**src/rtl/fifo_up_if.sv**
```systemverilog
// fifo_up_if: push/pop bus between the demux side, the FIFO and its downstream consumer
interface fifo_up_if #(
    parameter int DATA_SIZE = 10
);
    logic                 push;
    logic [DATA_SIZE-1:0] data_in;
    logic                 pop;
    logic [DATA_SIZE-1:0] data_out;
    logic                 valid_out;
    logic                 full;
    logic                 empty;
    logic                 almost_full;
    logic                 almost_empty;
    logic                 err_overflow;
    logic                 err_underflow;

    modport master (
        output push, data_in, pop,
        input  data_out, valid_out, full, empty, almost_full, almost_empty, err_overflow, err_underflow
    );

    modport slave (
        input  push, data_in, pop,
        output data_out, valid_out, full, empty, almost_full, almost_empty, err_overflow, err_underflow
    );
endinterface

```
**src/rtl/fifo_up_almostfull.sv**
```systemverilog
// fifo_up_almostfull: single-clock FIFO after the 1:2 demux; FIFO_UP_FWFT_EN selects first-word-fall-through reads
module fifo_up_almostfull #(
    parameter int DATA_SIZE       = 10,
    parameter int ADDR_SIZE       = 2,
    parameter int ALMOST_FULL_TH  = 3,
    parameter int ALMOST_EMPTY_TH = 1
) (
    input logic     clk,
    input logic     reset,
    fifo_up_if.slave bus
);
    localparam int DEPTH = 2 ** ADDR_SIZE;
    localparam logic [ADDR_SIZE:0] DEPTH_C = (ADDR_SIZE + 1)'(DEPTH);
    localparam logic [ADDR_SIZE:0] AF_C    = (ADDR_SIZE + 1)'(ALMOST_FULL_TH);
    localparam logic [ADDR_SIZE:0] AE_C    = (ADDR_SIZE + 1)'(ALMOST_EMPTY_TH);

    logic [DATA_SIZE-1:0] mem [DEPTH];
    logic [ADDR_SIZE-1:0] wr_ptr, rd_ptr;
    logic [ADDR_SIZE:0]   count;
    logic                 push_ok, pop_ok;

    assign bus.full         = count == DEPTH_C;
    assign bus.empty        = count == '0;
    assign bus.almost_full  = count >= AF_C;
    assign bus.almost_empty = count <= AE_C;
    assign push_ok          = bus.push & ~bus.full;
    assign pop_ok           = bus.pop & ~bus.empty;

    // Storage array; never reset, stale words are unreachable once pointers clear
    always_ff @(posedge clk) begin
        if (!reset && push_ok) mem[wr_ptr] <= bus.data_in;
    end

    // Pointers, occupancy and single-cycle error pulses
    always_ff @(posedge clk) begin
        if (reset) begin
            wr_ptr            <= '0;
            rd_ptr            <= '0;
            count             <= '0;
            bus.err_overflow  <= 1'b0;
            bus.err_underflow <= 1'b0;
        end else begin
            wr_ptr            <= push_ok ? wr_ptr + ADDR_SIZE'(1) : wr_ptr;
            rd_ptr            <= pop_ok ? rd_ptr + ADDR_SIZE'(1) : rd_ptr;
            count             <= count + (ADDR_SIZE + 1)'(push_ok) - (ADDR_SIZE + 1)'(pop_ok);
            bus.err_overflow  <= bus.push & bus.full;
            bus.err_underflow <= bus.pop & bus.empty;
        end
    end

`ifdef FIFO_UP_FWFT_EN
    // Head word is presented directly; pop only acknowledges it
    always_comb begin
        bus.data_out  = bus.empty ? '0 : mem[rd_ptr];
        bus.valid_out = ~bus.empty;
    end
`else
    // Registered read: popped word appears one cycle after the pop edge and is then held
    always_ff @(posedge clk) begin
        if (reset) begin
            bus.data_out  <= '0;
            bus.valid_out <= 1'b0;
        end else begin
            bus.data_out  <= pop_ok ? mem[rd_ptr] : bus.data_out;
            bus.valid_out <= pop_ok;
        end
    end
`endif
endmodule

```
**src/flat_wrapper.sv**
```systemverilog
// flat-port wrapper written by rule: the top's interface ports become plain ports
module fifo_up_almostfull_flat 
#(
    parameter int DATA_SIZE       = 10,
    parameter int ADDR_SIZE       = 2,
    parameter int ALMOST_FULL_TH  = 3,
    parameter int ALMOST_EMPTY_TH = 1
)
  (clk, reset, bus_push, bus_data_in, bus_pop, bus_data_out, bus_valid_out, bus_full, bus_empty, bus_almost_full, bus_almost_empty, bus_err_overflow, bus_err_underflow);
  fifo_up_if #(.DATA_SIZE(DATA_SIZE)) bus_i ();
  input logic clk;
  input logic reset;
  input wire logic [$bits(bus_i.push)-1:0] bus_push;
  input wire logic [$bits(bus_i.data_in)-1:0] bus_data_in;
  input wire logic [$bits(bus_i.pop)-1:0] bus_pop;
  output wire logic [$bits(bus_i.data_out)-1:0] bus_data_out;
  output wire logic [$bits(bus_i.valid_out)-1:0] bus_valid_out;
  output wire logic [$bits(bus_i.full)-1:0] bus_full;
  output wire logic [$bits(bus_i.empty)-1:0] bus_empty;
  output wire logic [$bits(bus_i.almost_full)-1:0] bus_almost_full;
  output wire logic [$bits(bus_i.almost_empty)-1:0] bus_almost_empty;
  output wire logic [$bits(bus_i.err_overflow)-1:0] bus_err_overflow;
  output wire logic [$bits(bus_i.err_underflow)-1:0] bus_err_underflow;
  assign bus_i.push = bus_push;
  assign bus_i.data_in = bus_data_in;
  assign bus_i.pop = bus_pop;
  assign bus_data_out = bus_i.data_out;
  assign bus_valid_out = bus_i.valid_out;
  assign bus_full = bus_i.full;
  assign bus_empty = bus_i.empty;
  assign bus_almost_full = bus_i.almost_full;
  assign bus_almost_empty = bus_i.almost_empty;
  assign bus_err_overflow = bus_i.err_overflow;
  assign bus_err_underflow = bus_i.err_underflow;
  fifo_up_almostfull #(.DATA_SIZE(DATA_SIZE), .ADDR_SIZE(ADDR_SIZE), .ALMOST_FULL_TH(ALMOST_FULL_TH), .ALMOST_EMPTY_TH(ALMOST_EMPTY_TH)) u_core (.clk(clk), .reset(reset), .bus(bus_i));
endmodule
```
**config.mk**
```make
export PLATFORM = sky130hd
export DESIGN_NAME = fifo_up_almostfull_flat
export DESIGN_NICKNAME = d
export VERILOG_FILES = /design/src/rtl/fifo_up_if.sv /design/src/rtl/fifo_up_almostfull.sv /design/src/flat_wrapper.sv
export SDC_FILE = /design/constraint.sdc
export NUM_CORES = 1
export LEC_CHECK = 0
export CELL_PAD_IN_SITES_DETAIL_PLACEMENT = 2
export CELL_PAD_IN_SITES_GLOBAL_PLACEMENT = 2
export CORE_UTILIZATION = 44
export CTS_BUF_LIST = sky130_fd_sc_hd__clkbuf_2
export CTS_CLUSTER_SIZE = 12
export DETAILED_ROUTE_END_ITERATION = 7
export PLACE_DENSITY_LB_ADDON = 0.1
export SYNTH_ARGS = -nofsm -noshare
export SYNTH_HDL_FRONTEND = slang
export SYNTH_SLANG_ARGS = --single-unit
```
**constraint.sdc**
```tcl
create_clock -name clk -period 6.6 [get_ports clk]
set_input_delay 1.32 -clock clk [delete_from_list [all_inputs] [get_ports clk]]
set_output_delay 1.32 -clock clk [all_outputs]
set_load 0.05 [all_outputs]
```
==> impl_metrics.csv <==
group,metric,value,unit
floorplanning,die_h,76.5,µm
worst_setup_path,crit_required,5280,ps
route,drt-initial-drc-count,47,
timing,holdWs,474,ps
logic_synthesis,synthFlopType,"edfxtp_1",
global_routing,grt_pass1_vias,1522,
clock_network,clk_pin_slew,160,ps
layout,layout.area.seq,1600,µm²
floorplanning,dieWidth,76.5,µm
route,wire_per_inst,18.3,µm
logic_synthesis,ys_ff_latch,60,
timing,fin_ws,2830,ps
global_routing,grt-ovfl-total,0,
placed_design,finalWeightedCongestion,0.752,
min_path,hp-class,"flop to flop",
timing,slew_headroom,36.3,%
clock_network,ctsHoldBuffers,0,
logic_synthesis,synth_common_cells,"edfxtp_1 (40), dfxtp_1 (20), nand2_1 (13)",
global_routing,grtUsageTotal,19.7,%
power_and_ir_drop,vdd_ir_drop_max,0.176,mV
clock_network,cts_tree,"built",
flow_run,maxCapViolCount,0,
route,wl,4.91,mm
placed_design,hpwl,3.55,mm
worst_setup_path,crit_fanout,8,
route,drc,0,
layout,final_layout_size_suffix_gt1_share,22.2,%
layout,fill_cells,471,
logic_synthesis,synth-edff-count,40,
timing,worst_slew_pin_slew,953,ps
route,avgViaCountPerCell,5.09,
logic_synthesis,synth_warnings,0,
logic_synthesis,async_reset_ff_share,0,%
timing,hold_viol_final,0,
clock_network,postCtsSetupRepairBufs,0,
clock_network,clk_path_buf_depth,2,
route,vias,1364,
clock_network,cts_resized,0,
placed_design,dp_slack,2900,ps
clock_network,cts_made_buffers,9,
floorplanning,io-pin-count,31,
floorplanning,dieArea,5860,µm²
timing,rsz0062_at_grt,"false",
outcome,status,"finished clean",
floorplanning,rows,26,
clock_network,ctsRootBufferMaster,"clkbuf_2",
logic_synthesis,synth.distinct_cells,28,
route,antenna_left,0,
timing,setup_viol,0,
power_and_ir_drop,p_per_area,379,nW/µm²
timing,min_period,3770,ps
global_routing,grt_max_degree,21,
placed_design,io_buffers,30,
route,firstDrtPassIters,4,
timing,skew,21.9,ps
worst_setup_path,timing.critical_path.cells,"inv_1 > ha_1 > nand2_1 > a32o_1 > clkdlybuf4s50_1",
floorplanning,coreArea,5240,µm²
logic_synthesis,ys_top_cells_by_area,"edfxtp_1 (49%), dfxtp_1 (16%), mux4_2 (7.4%), ha_1 (4.6%), a21oi_2 (3.2%)",
logic_synthesis,yosysSeqAreaShare,65.5,%
clock_network,cts_sinks,60,
timing,max_clock_freq,0.265,GHz
logic_synthesis,yosysTopAreaCell,"edfxtp_1",
logic_synthesis,yosysMostFrequentCell,"edfxtp_1",
timing,setup-tns-final,0,ps
logic_synthesis,synth_fp_nets,183,
global_routing,grt_pass1_wl,8.31,mm
global_routing,antenna_found_initial,0,
timing,post-route-period-util,57.2,%
layout,nNetsFinal,217,
clock_network,insertion_delay,460,ps
power_and_ir_drop,p_leak,0.986,nW
floorplanning,initial_core_util,46.7,%
worst_setup_path,arrival,2450,ps
logic_synthesis,synth_area,2440,µm²
worst_setup_path,critPathCaptureType,"output port",
logic_synthesis,synth_top_area_share,49.2,%
worst_setup_path,slowest_stage,"clkdlybuf4s50_1",
worst_setup_path,start_kind,"flop",
logic_synthesis,postSynthCellCount,159,
worst_setup_path,crit_type,"flop to output port",
timing,finalMaxSlewViolations,0,
worst_setup_path,critPathMaxStageDelay,800,ps
logic_synthesis,syn_area_per_cell,15.4,µm²
layout,area_delta_synth_final,17.9,%
layout,insertedDiodeCount,0,
layout,multi_input_area,751,µm²
clock_network,h-tree-depth,3,
routing by layer:
layer  vias to the layer above  GRT usage [%]  wire, µm
met5                         -              0         0
met4                         0           11.0        97
met3                         9           4.79       184
met2                        31           31.2      2470
met1                       679           24.7      2160
li1                        645              -         -
per-stage QoR:
step / instance area (µm²) / power, mW / util (%) / instances
after CTS: 2880 / 1.11 / 55.0 / 268
after floorplan: 2440 / 0.781 / - / 159
after detailed placement: 2780 / 0.892 / 53.0 / 252
after global placement: 2780 / 0.870 / 53.0 / 252
final: 2880 / 1.09 / 55.0 / 268
after global routing: 2880 / 1.16 / 55.0 / 268
cell usage in the layout, fill, tap and decap left out, types with 6 or more instances in the layout:
cell	Yosys	routed
clkdlybuf4s50_1	0	30
nor2_1	6	6
inv_1	8	8
nand2_2	9	9
mux4_2	8	8
nand2_1	13	13
edfxtp_1	40	40
a21oi_2	9	9
clkbuf_2	0	12
dfxtp_1	20	20
ha_1	9	9
flip-flops by register name, summed over array words and instances, names as in the netlist:
register                  flops
u_core.rd_ptr                 2
u_core.count                  3
u_core.wr_ptr                 2
u_core.bus.err_overflow       1
u_core.mem                   40
u_core.bus.data_out          10
u_core.bus.valid_out          1
u_core.bus.err_underflow      1
final timing paths:
| path | depth (start not counted) | endpoint | slack [ps] | from |
|---|---|---|---|---|
| hold reg to reg | 2 | u_core.bus.data_out[5] | 470 | u_core.bus.data_out[5] |
| setup reg to reg | 9 | u_core.count[2] | 3800 | u_core.count[1] |
| setup / recovery | 5 | bus_almost_empty | 2830 | u_core.count[1] |
| hold / removal | 2 | u_core.bus.data_out[5] | 470 | u_core.bus.data_out[5] |
report_power, final:
part           switching, mW  total [mW]  internal, mW
Sequential            0.0543       0.498         0.444
Combinational          0.226       0.377         0.152
Clock                  0.126       0.216        0.0896
Total                  0.406        1.09         0.685
cell families after synthesis:
kind of cell             share of synthesized area (%)
XOR/XNOR                                         0.717
AND/OR/NAND/NOR                                   8.91
AO/OA/AOI/OAI                                     6.14
buffers and inverters                             3.74
adder cells (fa/ha/maj)                           5.43
flip-flops                                        65.5
multiplexers                                      9.52
critical path: cells and delay by family (launching register included):
kind	cells	cell delay, ps
buf+inv	2	960
simple gates	1	70
fa+ha+maj	1	240
flops	1	610
compound gates	1	120
layout make-up:
| cell class | count | share of cell area [%] |
|---|---|---|
| Inverter | 10 | 1.30 |
| Tap cell | 70 | 3.04 |
| Clock buffer | 12 | 2.09 |
| Sequential cell | 60 | 55.6 |
| Multi-Input combinational cell | 82 | 26.1 |
| Timing Repair Buffer | 30 | 10.4 |
| Clock inverter | 4 | 1.48 |
(Power assumes the default switching activity.)
